--- config.mk ---
export PLATFORM = sky130hd
export DESIGN_NAME = writeback_arbiter
export DESIGN_NICKNAME = d
export VERILOG_FILES = /design/src/rtl/writeback_arbiter.sv
export SDC_FILE = /design/constraint.sdc
export NUM_CORES = 1
export LEC_CHECK = 0
export ABC_AREA = 1
export CAP_MARGIN = 10
export CORE_AREA = 5 5 198 200
export CTS_BUF_LIST = sky130_fd_sc_hd__clkbuf_4
export DETAILED_ROUTE_END_ITERATION = 12
export DIE_AREA = 0 0 203 205
export HOLD_SLACK_MARGIN = 0.1
export PLACE_DENSITY = 0.71
export SLEW_MARGIN = 15
export SYNTH_ARGS = -nofsm -noshare
export SYNTH_HDL_FRONTEND = slang
export SYNTH_SLANG_ARGS = --single-unit
export TNS_END_PERCENT = 20
--- constraint.sdc ---
create_clock -name clk -period 5.8 [get_ports clk]
set_input_delay 1.16 -clock clk [delete_from_list [all_inputs] [get_ports clk]]
set_output_delay 1.16 -clock clk [all_outputs]
set_load 0.1 [all_outputs]
--- src/rtl/writeback_arbiter.sv ---
// writeback_arbiter: merges ALU and load results into one register-file write port,
// each source buffered in its own FIFO, loads favoured but ALU never starved.
module wb_fifo #(
    parameter int W     = 8,
    parameter int DEPTH = 2
) (
    input  logic         clk,
    input  logic         rst,
    input  logic         push_i,
    input  logic [W-1:0] din_i,
    input  logic         pop_i,
    output logic [W-1:0] head_o,
    output logic         empty_o,
    output logic         full_o
);
    localparam int PW = $clog2(DEPTH);
    localparam int CW = $clog2(DEPTH + 1);
    logic [W-1:0]  mem_q [DEPTH];
    logic [PW-1:0] wp_q, rp_q;
    logic [CW-1:0] cnt_q;
    assign head_o  = mem_q[rp_q];
    assign empty_o = cnt_q == '0;
    assign full_o  = cnt_q == CW'(DEPTH);
    always_ff @(posedge clk) begin
        if (push_i) mem_q[wp_q] <= din_i;
    end
    // power-of-two depth lets the pointers wrap naturally
    always_ff @(posedge clk or negedge rst) begin
        if (!rst) begin
            wp_q  <= '0;
            rp_q  <= '0;
            cnt_q <= '0;
        end else begin
            if (push_i) wp_q <= wp_q + 1'b1;
            if (pop_i) rp_q <= rp_q + 1'b1;
            cnt_q <= cnt_q + CW'(push_i) - CW'(pop_i);
        end
    end
endmodule

module writeback_arbiter #(
    parameter int N     = 32,
    parameter int Bits  = 64,
    parameter int DEPTH = 2
) (
    input  logic                 clk,
    input  logic                 rst,
    input  logic                 alu_valid,
    input  logic [$clog2(N)-1:0] alu_rd,
    input  logic [Bits-1:0]      alu_data,
    output logic                 alu_ready,
    input  logic                 mem_valid,
    input  logic [$clog2(N)-1:0] mem_rd,
    input  logic [Bits-1:0]      mem_data,
    output logic                 mem_ready,
    output logic                 wr_en,
    output logic [$clog2(N)-1:0] ptr_wr,
    output logic [Bits-1:0]      data_wr,
    output logic                 busy
);
    localparam int RW = $clog2(N);
    logic              init_q, wr_en_q;
    logic [1:0]        skip_q, skip_d;
    logic [RW-1:0]     ptr_q;
    logic [Bits-1:0]   data_q;
    logic              alu_empty, alu_full, mem_empty, mem_full;
    logic              alu_push, mem_push, alu_win, mem_win;
    logic [RW+Bits-1:0] alu_head, mem_head, win_head;
    // init_q keeps both sources stalled until the first edge after reset release
    assign alu_ready = init_q & ~alu_full;
    assign mem_ready = init_q & ~mem_full;
    assign alu_push  = alu_valid & alu_ready & (alu_rd != '0);
    assign mem_push  = mem_valid & mem_ready & (mem_rd != '0);
    assign alu_win   = ~alu_empty & (mem_empty | skip_q == 2'd2);
    assign mem_win   = ~mem_empty & ~alu_win;
    assign skip_d    = (alu_win | alu_empty) ? 2'd0 : skip_q + 2'd1;
    assign win_head  = alu_win ? alu_head : mem_head;
    assign wr_en     = wr_en_q;
    assign ptr_wr    = ptr_q;
    assign data_wr   = data_q;
    assign busy      = ~alu_empty | ~mem_empty | wr_en_q;
    wb_fifo #(.W(RW + Bits), .DEPTH(DEPTH)) u_alu_fifo (
        .clk(clk), .rst(rst), .push_i(alu_push), .din_i({alu_rd, alu_data}),
        .pop_i(alu_win), .head_o(alu_head), .empty_o(alu_empty), .full_o(alu_full)
    );
    wb_fifo #(.W(RW + Bits), .DEPTH(DEPTH)) u_mem_fifo (
        .clk(clk), .rst(rst), .push_i(mem_push), .din_i({mem_rd, mem_data}),
        .pop_i(mem_win), .head_o(mem_head), .empty_o(mem_empty), .full_o(mem_full)
    );
    always_ff @(posedge clk or negedge rst) begin
        if (!rst) begin
            init_q  <= 1'b0;
            skip_q  <= 2'd0;
            wr_en_q <= 1'b0;
            ptr_q   <= '0;
            data_q  <= '0;
        end else begin
            init_q  <= 1'b1;
            skip_q  <= skip_d;
            wr_en_q <= alu_win | mem_win;
            if (alu_win | mem_win) {ptr_q, data_q} <= win_head;
        end
    end
endmodule

* Yosys cells after proc, flatten, opt, wreduce, memory -nomap -nowiden
Memory sizes are Yosys's and may differ from the RTL's. Cells that the tools add are included.
Storage, ports and cells: logic and storage cells 53, memories 2, memory bits (writable) 276, input port bits 142, register bits after elaboration 81, output and inout bits 73
Memories:
- u_alu_fifo.mem_q | depth 2, bits a word 69, read ports 1, clocked after Yosys merged registers in 0, write ports 1, RTL line 18 | logic [W-1:0] mem_q [DEPTH];
- u_mem_fifo.mem_q | depth 2, bits a word 69, read ports 1, clocked after Yosys merged registers in 0, write ports 1, RTL line 18
Operators by class: add/subtract/negate cells 9, bitwise operators 18, equal/unequal tests 3, muxes and demuxes 6, reductions and logical operators 4
Operator list (count):
- $mux W69 | 1
- $reduce_bool A5 Y1 | 2
- $and A1 B1 Y1 | 8
- $eq A2 B2 Y1 const B | 3
- $not A1 Y1 | 5
- $or A1 B1 Y1 | 5
- $add A1 B1 Y1 const B | 4
- $add A2 B1 Y2 | 2
- $logic_not A2 Y1 | 2
- $mux W1 | 4
- $sub A2 B1 Y2 | 2
- $add A2 B1 Y2 const B | 1
- $mux W2 | 1

* Logic depth before layout (Yosys ltp)
Gate-level depths: netlist of run 1.
word-level depth 7, depth in mapped cells 10

* By module
From an unflattened synthesis of run 1, not the netlist that was laid out.
Second synthesis, totals: cells, all modules 1331, area, all modules 14724.1 µm²
Modules (own cells, without submodules):
- wb_fifo | area each 5317.6 µm², cells each 385, times used 2
- writeback_arbiter | area each 4088.9 µm², cells each 561, times used 1

* Worst setup path before layout of run 1
Ideal clock, no wire load.
path type register to register, start register u_mem_fifo.cnt_q[1], end memory u_mem_fifo.mem_q[1][0] (netlist name) (enable), arrival time 5265 ps, path buffers 0, setup slack 38 ps, library setup time 497 ps, stages on the path, launching flop included 4, data required time 5303 ps, cell sequence dfrtp_1 -> a21oi_1 -> nand3_1 -> nor2_1
On the way: longest elaborated chain between the ends 7
Ends and longest elaborated chain:
- start, declared | RTL line 20 | logic [CW-1:0] cnt_q;
- start signal, assigned | RTL line 36 | cnt_q <= cnt_q + CW'(push_i) - CW'(pop_i);
- $eq A2 B2 Y1 | RTL line 23 | assign full_o = cnt_q == CW'(DEPTH);
- $not A1 Y1 | RTL line 71 | assign mem_ready = init_q & ~mem_full;
- $and A1 B1 Y1 | RTL line 71
- named net mem_ready | RTL line 55 | output logic mem_ready,
- $and A1 B1 Y1 (2 in a row) | RTL line 73 | assign mem_push = mem_valid & mem_ready & (mem_rd != '0);
- $mux W1 | RTL line 25 | if (push_i) mem_q[wp_q] <= din_i;
- $mux W1 (not written as such) | RTL line 25
- end, declared | RTL line 18
The timed path passes the listed nets, and every way through them passes these cells.

* Worst setup path after layout of run 1
start register u_mem_fifo.cnt_q[0], end output mem_ready
On the way: longest elaborated chain between the ends 3
Ends and longest elaborated chain (RTL line):
- $eq A2 B2 Y1 | 23
- $not A1 Y1 | 71
- $and A1 B1 Y1 | 71
- end, declared | 55
Every way passes these cells.

==> flow_metrics.py, run 1 <==
metrics = {
    "logic_synthesis": {
        "synth_commonest_cells": "nand2_1, edfxtp_1, inv_1",
        "synthMuxAreaShare_pct": 0,
        "synth_top_area_cell": "edfxtp_1",
        "synth_top_area_share_pct": 56.7,
        "ys_warn_count": 0,
        "synth_xor_area_share_pct": 0.180,
        "ys_seq_area_share_pct": 70.6,
        "synthAdderAreaFrac_pct": 0.343,
        "synth_area_per_cell_um2": 10.5,
        "synth_area_um2": 14600,
        "yosys-top-cells-area": "edfxtp_1, dfrtp_1, nand2_1",
        "synth_edf_count": 276,
        "synth_fp_nets": 1531,
        "syn_inst": 1385,
        "synth_top_family_by_area": "simple AND/OR/NAND/NOR gates",
        "ys_seq_elements": 357,
        "yosysMostFrequentCell": "nand2_1",
        "synth_cell_types": 28,
        "ys_async_sr_fraction_pct": 22.7,
        "synth_simple_gate_area_share_pct": 18.3,
        "synth_top_flop_cell": "edfxtp_1",
        "synth_compound_area_share_pct": 2.53,
    },
    "cts": {
        "htree_levels": 3,
        "tritoncts.num_buffers": 95,
        "postCtsSetupBuffers": 0,
        "ctsResizeCount": 0,
        "cts_buffer_depth": 3,
        "cts_hold_buffers": 0,
        "cts_tree": "done",
        "clk_pin_slew_ns": 0.06,
        "clock-sinks": 357,
        "worstSkewPairLatency_ns": 0.76,
        "cts_root_buf": "clkbuf_4",
    },
    "pwr": {
        "power.internal_mw": 5.79,
        "ir_drop_uv": 737,
        "leakage_nw": 8.12,
        "power_mw": 10.8,
        "sw_frac_of_total_pct": 46.4,
        "p_per_area_nw_per_um2": 585,
        "power_switching_mw": 5.02,
        "pwr-share-clk_pct": 21.6,
        "p_seq_share_pct": 33.5,
        "comb_power_share_pct": 44.9,
    },
    "finish": {
        "fill_cells": 3305,
        "drive_gt1_share_pct": 10.6,
        "syn_to_final_growth_pct": 26.5,
        "final_area_um2": 18500,
        "nets": 1788,
    },
    "sta": {
        "finalCritPeriodShare_pct": 68.9,
        "min_period_ns": 4.00,
        "fin_setup_tns_ns": 0,
        "tightest_slew_ns": 1.13,
        "slew_headroom_pct": 24.2,
        "hold_viol": 0,
        "finalSetupViolations": 0,
        "drv_slew": 0,
        "skew_ns": 0.0441,
        "fmax_ghz": 0.250,
        "rsz0062_at_grt": "false",
    },
    "die": {
        "die_w_um": 203,
        "core_area_um2": 37200,
        "std_cell_rows": 71,
        "die_h_um": 205,
        "pin_count": 215,
        "dieArea_um2": 41600,
        "initial_core_util_pct": 39.3,
    },
    "worst_setup_path": {
        "cp-end-kind": "output pin",
        "crit_path_max_incr_delay_ns": 1.23,
        "worstSetupPathType": "flop to output pin",
        "cp.buffers_inverters": 2,
        "cp_data_required_time_ns": 4.64,
        "path_cells": "inv_1, a21oi_1, clkdlybuf4s50_1",
        "cp_slowest_cell": "clkdlybuf4s50_1",
        "crit_family": "buffers and inverters",
        "startpoint_type": "flop",
        "cp.arrival_ns": 2.84,
        "path_max_fanout": 3,
    },
    "global_routing": {
        "grt_overflow": 0,
        "grt_pass1_wl_um": 57500,
        "grt_antenna_before_repair": 5,
        "grt_max_degree": 74,
        "grt_use_total_pct": 17.7,
        "grt_pass1_vias": 10774,
    },
    "routing": {
        "met2_length_um": 17600,
        "top_layer": "met5",
        "met1_length_um": 15200,
        "routedWlPerCell_um": 16.5,
        "initialDrtViolationCount": 560,
        "wl_met3_um": 2810,
        "first_pass_iters": 5,
        "routed_via_density": 4.71,
        "vias": 10355,
        "drc": 0,
        "ant_nets": 0,
        "wl_um": 36200,
    },
    "placed_design": {
        "place_area_um2": 17200,
        "dpl.hpwl_um": 22700,
        "portBuffers": 214,
        "gp_congestion": 0.771,
    },
    "worst_hold_path": {
        "hold_class": "primary input to asynchronous set/reset pin",
    },
    "outcome": {
        "outcome": "completed",
    },
    "job": {
        "maxCapViolCount": 0,
    },
}
[layer usage]
| layer | track usage, % | vias up |
|---|---|---|
| li1 | - | 5009 |
| met2 | 29.6 | 355 |
| met1 | 22.1 | 4926 |
| met4 | 5.80 | 6 |
| met3 | 5.26 | 59 |
| met5 | 0 | - |
[worst reg2reg max path, cell delays in order, from the launching register on]
cell and delay, ns:
dfrtp_1 0.45, nor2_2 0.10, nand2_4 0.08, buf_4 0.71, inv_2 0.57, buf_4 0.44
nand2_1 0.13, nand2_1 0.06
[worst paths after layout]
path	from	to	slack, ns	cells after the start
max in group asynchronous	rst	u_mem_fifo.rp_q	4.29	2
min in group clk	skip_q[0]	skip_q[0]	0.44	1
min reg2reg	skip_q[0]	skip_q[0]	0.44	1
max	u_mem_fifo.cnt_q[0]	mem_ready	1.80	3
min	rst	data_wr[8]	0.42	1
max reg2reg	u_mem_fifo.cnt_q[1]	ptr_wr[4]	3.15	7
[cells in the final DEF, fill, tap and decap left out, types with 2 or more instances in the layout]
master / count
diode_2: 3
nor3_1: 3
ha_1: 4
inv_1: 219
nand3_1: 140
clkbuf_4: 144
xnor2_1: 2
nand2_4: 2
nand3b_1: 2
edfxtp_1: 276
bufinv_16: 4
nand2_1: 496
buf_4: 12
dfrtp_1: 79
clkdlybuf4s50_1: 213
o21ai_0: 71
clkinv_1: 22
nor2_1: 7
clkinv_2: 6
inv_2: 4
nor2_4: 3
[per-stage QoR]
stage / hold WS [ns] / cells / utilization (%) / setup slack, ns
after floorplan: 0.412 / 1385 / - / 0.0380
after global placement: 0.422 / 2019 / 46.1 / 2.25
after detailed placement: 0.428 / 2019 / 46.1 / 2.21
after CTS: 0.325 / 2195 / 49.6 / 1.69
after global routing: 0.365 / 2197 / 49.6 / 1.64
final: 0.417 / 2198 / 49.6 / 1.80
[area by class of cell]
| cell class | count | area [um^2] | area share (%) |
|---|---|---|---|
| Inverter | 224 | 843 | 4.56 |
| Clock inverter | 32 | 234 | 1.27 |
| Tap cell | 474 | 593 | 3.21 |
| Sequential cell | 357 | 10300 | 55.9 |
| Timing Repair Buffer | 226 | 2240 | 12.1 |
| Multi-Input combinational cell | 738 | 3160 | 17.1 |
| Clock buffer | 144 | 1080 | 5.85 |
| Antenna cell | 3 | 7.51 | 0.0406 |
[registers in the layout, summed over array words and instances, names as in the netlist]
register          count
u_alu_fifo.cnt_q      2
u_alu_fifo.wp_q       1
wr_en                 1
data_wr              64
u_mem_fifo.mem_q    138
skip_q                2
u_alu_fifo.mem_q    138
u_mem_fifo.wp_q       1
u_mem_fifo.cnt_q      2
u_mem_fifo.rp_q       1
init_q                1
ptr_wr                5
u_alu_fifo.rp_q       1
[power groups by stage]
stage          Sequential (mW)  Clock (mW)  Combinational, mW
2_1_floorplan             5.40           0               1.85
3_3_place_gp              3.65           0               4.82
3_5_place_dp              3.67           0               4.88
4_1_cts                   3.63        2.41               4.90
5_1_grt                   3.69        2.56               5.25
6_report                  3.62        2.33               4.85
[cell families (layout without fill, tap and decap cells)]
| kind of cell | Yosys count | after routing |
|---|---|---|
| other cells | 1 | 4 |
| fa+ha+maj | 4 | 4 |
| xor+xnor | 3 | 3 |
| flops | 357 | 357 |
| buf+inv | 290 | 626 |
| simple gates | 657 | 657 |
| compound gates | 73 | 73 |
Note: power is estimated with default switching activity, not from simulation.
==> run 2, diff against run 1 <==
- clock period: 5.8 -> 3.9 ns (I/O delays scaled with it)
==> run 2 against run 1 <==
Critical path depth is 1 higher. Clock power is 43% higher. Sequential power is 50% higher. Combinational power is 48% higher. Core utilization is 0.091 points lower. Non-clock buffer count is 3 higher. Critical path type unchanged.
==> flow_metrics.py, run 2 (synthesis results as in run 1) <==
metrics = {
    "pwr": {
        "p_per_area_nw_per_um2": 864,
        "leakage_nw": 8.13,
        "ir_drop_uv": 848,
    },
    "global_routing": {
        "grt_pass1_vias": 10729,
        "grt_use_total_pct": 17.3,
        "grt_max_degree": 108,
        "grt_overflow": 0,
        "met2_usage_pct": 29.6,
        "grt.busiest_layer": "met2",
        "grt_antenna_before_repair": 2,
        "grtUsageMet3_pct": 4.54,
        "grt_pass1_wl_um": 56200,
        "grt.met1_usage_pct": 21.5,
    },
    "sta": {
        "slew_headroom_pct": 32.0,
        "hold_viol": 0,
        "min_period_ns": 3.11,
        "fin_setup_tns_ns": 0,
        "finalCritPeriodShare_pct": 79.9,
        "drv_slew": 0,
        "fmax_ghz": 0.321,
        "skew_ns": 0.0327,
        "rsz0062_at_grt": "false",
        "tightest_slew_ns": 1.02,
        "finalSetupViolations": 0,
    },
    "placed_design": {
        "gp_congestion": 0.773,
        "portBuffers": 214,
        "dpl.hpwl_um": 22700,
    },
    "cts": {
        "ctsResizeCount": 0,
        "cts_hold_buffers": 0,
        "cts_root_buf": "clkbuf_4",
        "tritoncts.num_buffers": 91,
        "clk_pin_slew_ns": 0.07,
        "cts_tree": "done",
        "worstSkewPairLatency_ns": 0.74,
        "postCtsSetupBuffers": 0,
        "htree_levels": 3,
        "clock-sinks": 357,
        "cts_buffer_depth": 3,
    },
    "routing": {
        "routed_via_density": 4.68,
        "initialDrtViolationCount": 521,
        "first_pass_iters": 6,
        "routedWlPerCell_um": 16.3,
        "ant_nets": 0,
        "vias": 10262,
        "drc": 0,
        "wl_um": 35700,
    },
    "finish": {
        "drive_gt1_share_pct": 11.2,
        "final_cell_mix": "nand2_1, edfxtp_1, inv_1",
        "fill_cells": 3321,
        "syn_to_final_growth_pct": 26.2,
        "nets": 1787,
        "post-route-util_pct": 49.6,
        "final_common_cell": "nand2_1",
    },
    "worst_setup_path": {
        "path_max_fanout": 34,
        "path_cells": "nor2_2, nand2_4, or2_2, buf_4",
        "crit_path_max_incr_delay_ns": 0.46,
        "cp.arrival_ns": 2.33,
        "cp_slowest_cell": "dfrtp_1",
        "startpoint_type": "flop",
        "worstSetupPathType": "flop to output pin",
        "cp_data_required_time_ns": 3.12,
        "cp-end-kind": "output pin",
    },
    "job": {
        "maxCapViolCount": 0,
    },
    "die": {
        "pin_count": 215,
        "die_w_um": 203,
        "dieArea_um2": 41600,
        "die_h_um": 205,
        "core_area_um2": 37200,
        "initial_core_util_pct": 39.3,
        "std_cell_rows": 71,
    },
    "outcome": {
        "outcome": "completed",
    },
    "worst_hold_path": {
        "hold_class": "primary input to asynchronous set/reset pin",
    },
}
-- run 2: cell count changes in the layout (fill, tap and decap cells not counted), moves of 2 or more --
| cell | change |
|---|---|
| inv_2 | +2 |
| clkdlybuf4s50_1 | -3 |
| clkbuf_4 | +6 |
| clkinv_1 | -12 |
| bufinv_16 | -2 |
| buf_4 | +5 |
-- run 2: per-layer routing --
metal  vias to the layer above  share of wire, %  wire (um)
met5                         -             0.036         13
met1                      4862                42      15000
met4                         2               1.6        568
met2                       357                49      17700
li1                       4999                 -          -
met3                        42               6.8       2420
-- run 2: worst max-delay path, delay by kind of cell (launching register included) --
| kind | cells | cell delay [ns] |
|---|---|---|
| DFF | 1 | 0.46 |
| and+or+nand+nor | 3 | 0.89 |
| buffers and inverters | 1 | 0.23 |
-- run 2: power by group --
group	switching, mW	internal (mW)	total (mW)
sequential	0.477	4.96	5.44
clock	1.47	1.86	3.33
combinational	5.45	1.70	7.16
total	7.40	8.53	15.9
-- run 2: final timing paths --
| kind | from | end | slack (ns) | cells past startpoint |
|---|---|---|---|---|
| setup reg to reg | u_mem_fifo.cnt_q[1] | data_wr[26] | 1.37 | 6 |
| max in group asynchronous | rst | ptr_wr[0] | 2.86 | 2 |
| hold reg to reg | skip_q[0] | skip_q[0] | 0.44 | 1 |
| min in group clk | skip_q[0] | skip_q[0] | 0.44 | 1 |
| setup / recovery | u_mem_fifo.cnt_q[1] | busy | 0.79 | 4 |
| hold / removal | rst | data_wr[7] | 0.19 | 1 |
-- run 2: per-stage QoR --
stage	cells	power [mW]	worst slack [ns]	hold slack, ns	cell area (um^2)
finish	2192	15.9	0.785	0.193	18400
global route	2192	16.9	0.606	0.191	18400
CTS	2190	16.2	0.668	0.134	18400
detailed placement	2022	12.8	0.842	0.433	17200
global placement	2022	12.6	0.893	0.425	17200
floorplan	1385	10.8	0.445	0.412	14600
-- run 2: area by class of cell --
type / count / area [um^2] / share of cell area, %
Antenna cell: 2 / 5.00 / 0.0271
Inverter: 224 / 843 / 4.57
Clock buffer: 150 / 1130 / 6.11
Sequential cell: 357 / 10300 / 56.0
Timing Repair Buffer: 229 / 2270 / 12.3
Clock inverter: 18 / 124 / 0.672
Multi-Input combinational cell: 738 / 3160 / 17.1
Tap cell: 474 / 593 / 3.22
==> run 3, diff against run 2 <==
- PLACE_DENSITY: 0.71 -> 0.73
- clock period: 3.9 -> 2.7 ns (I/O delays scaled with it)
==> run 3 against run 2 <==
Count of clock-buffer cells in the layout fell by 12. Worst hold slack improved by 0.099 ns. Sequential power rose by 44%. Power rose by 45%. Largest cell class unchanged.
==> flow_metrics.py, run 3 (synthesis results as in run 1) <==
metrics = {
    "finish": {
        "final_cell_mix": "nand2_1, edfxtp_1, inv_1",
        "syn_to_final_growth_pct": 26.4,
        "nets": 1797,
        "final_common_cell": "nand2_1",
        "drive_gt1_share_pct": 15.6,
        "final_area_um2": 18500,
    },
    "die": {
        "initial_core_util_pct": 39.3,
        "die_w_um": 203,
        "die_h_um": 205,
        "dieArea_um2": 41600,
        "core_area_um2": 37200,
        "std_cell_rows": 71,
        "pin_count": 215,
    },
    "worst_setup_path": {
        "r2r-start": "u_mem_fifo.cnt_q[0]",
        "cp-end-kind": "output pin",
        "r2r_cells": 6,
        "r2r_slack_ns": 0.65,
        "path_max_fanout": 14,
        "startpoint_type": "flop",
        "r2r-end": "u_alu_fifo.cnt_q[1]",
        "cp.arrival_ns": 2.05,
        "worstSetupPathType": "flop to output pin",
        "cp_data_required_time_ns": 2.16,
    },
    "pwr": {
        "ir_drop_uv": 1160,
        "p_per_area_nw_per_um2": 1250,
        "leakage_nw": 8.24,
    },
    "job": {
        "maxCapViolCount": 0,
    },
    "routing": {
        "vias": 10368,
        "wl_um": 36000,
        "drc": 0,
        "initialDrtViolationCount": 487,
        "routedWlPerCell_um": 16.3,
        "routed_via_density": 4.71,
        "ant_nets": 0,
        "first_pass_iters": 6,
    },
    "placed_design": {
        "place_area_um2": 17100,
        "dpl.hpwl_um": 23500,
        "portBuffers": 214,
        "gp_congestion": 0.798,
    },
    "sta": {
        "fin_setup_tns_ns": 0,
        "skew_ns": 0.0428,
        "slew_headroom_pct": 42.2,
        "tightest_slew_ns": 0.866,
        "rsz0062_at_grt": "false",
        "hold_viol": 0,
        "min_period_ns": 2.59,
        "hold_ws_ns": 0.292,
        "finalCritPeriodShare_pct": 96.1,
        "drv_slew": 0,
        "fmax_ghz": 0.386,
        "finalSetupViolations": 0,
    },
    "global_routing": {
        "grt_pass1_vias": 10688,
        "grt_use_total_pct": 17.3,
        "grt_antenna_before_repair": 5,
        "grt_overflow": 0,
        "grt_pass1_wl_um": 56200,
        "grt_max_degree": 73,
    },
    "cts": {
        "cts_tree": "done",
        "tritoncts.num_buffers": 92,
        "clock-sinks": 357,
        "worstSkewPairLatency_ns": 0.75,
        "clk_pin_slew_ns": 0.07,
        "cts_root_buf": "clkbuf_4",
        "cts_buffer_depth": 3,
        "htree_levels": 3,
    },
    "outcome": {
        "outcome": "completed",
    },
    "worst_hold_path": {
        "hold_class": "primary input to asynchronous set/reset pin",
    },
}
run 3: cell types whose count changed in the layout (fill, tap and decap cells not counted), moves of 2 or more:
cell | before | now
buf_12 | 2 | 8
clkinvlp_4 | 0 | 3
dfrtp_1 | 79 | 77
clkinv_2 | 5 | 8
clkinv_1 | 10 | 17
dfrtp_2 | 0 | 3
clkdlybuf4s50_1 | 210 | 140
bufinv_16 | 2 | 4
clkbuf_4 | 150 | 138
buf_4 | 17 | 89
run 3: cell type report:
| class | instances | area (um^2) |
|---|---|---|
| diodes | 2 | 5.00 |
| clock buffers | 138 | 1040 |
| clock inverters | 31 | 238 |
| fillers | 3319 | 18800 |
| inverters | 224 | 846 |
| multi-input cells | 738 | 3190 |
| flip-flops and latches | 357 | 10300 |
| well taps | 474 | 593 |
| repair buffers | 238 | 2240 |
run 3: critical path, cell delays in order (launching register included):
cell	delay (ns)
dfrtp_2	0.48
nor2_4	0.22
nand2_8	0.13
or2_2	0.33
buf_12	0.18
run 3: what timing repair did:
| action | 4_1_cts | 5_1_grt |
|---|---|---|
| buffers inserted | 0 | 2 |
| resized for setup | 1 | 2 |
| gates cloned | 0 | 0 |
| pin swaps | 0 | 2 |
| endpoints found under the setup margin | 1 | 1 |
| hold buffers | 1 | 0 |
| hold endpoints to repair | 31 | 0 |
run 3: power by group:
part | internal [mW] | total [mW] | switching (mW)
Clock | 2.73 | 4.91 | 2.18
Sequential | 7.17 | 7.85 | 0.684
Combinational | 2.40 | 10.4 | 8.01
run 3: how the worst max path moves through the flow:
stage,from,endpoint,slack [ns],cells past startpoint
after global placement,alu_valid,u_alu_fifo.mem_q[0][24],0.30,5
after global routing,u_mem_fifo.cnt_q[1],busy,0.01,4
after floorplan,u_mem_fifo.cnt_q[0],u_mem_fifo.mem_q[1][0],-0.05,4
after CTS,u_alu_fifo.cnt_q[1],busy,0.0003,4
after detailed placement,alu_valid,u_alu_fifo.mem_q[0][24],0.32,5
final,u_mem_fifo.cnt_q[1],busy,0.11,4
run 3: layer usage:
| layer | up-vias | GRT usage [%] | wire (um) | part of all wire [%] |
|---|---|---|---|---|
| li1 | 5016 | - | - | - |
| met1 | 4856 | 21.5 | 14700 | 41 |
| met2 | 437 | 28.9 | 17300 | 48 |
| met3 | 53 | 5.13 | 3180 | 8.8 |
| met4 | 6 | 6.09 | 695 | 1.9 |
| met5 | - | 0 | 53 | 0.15 |
run 3: stage by stage:
step / util, % / worst slack (ns) / total power [mW] / std cells
CTS: 49.5 / 0.000318 / 23.4 / 2198
detailed placement: 46.1 / 0.321 / 18.4 / 2028
finish: 49.6 / 0.106 / 23.2 / 2202
global route: 49.6 / 0.0112 / 24.6 / 2201
global placement: 46.1 / 0.302 / 18.2 / 2028
floorplan: - / -0.0518 / 15.6 / 1385
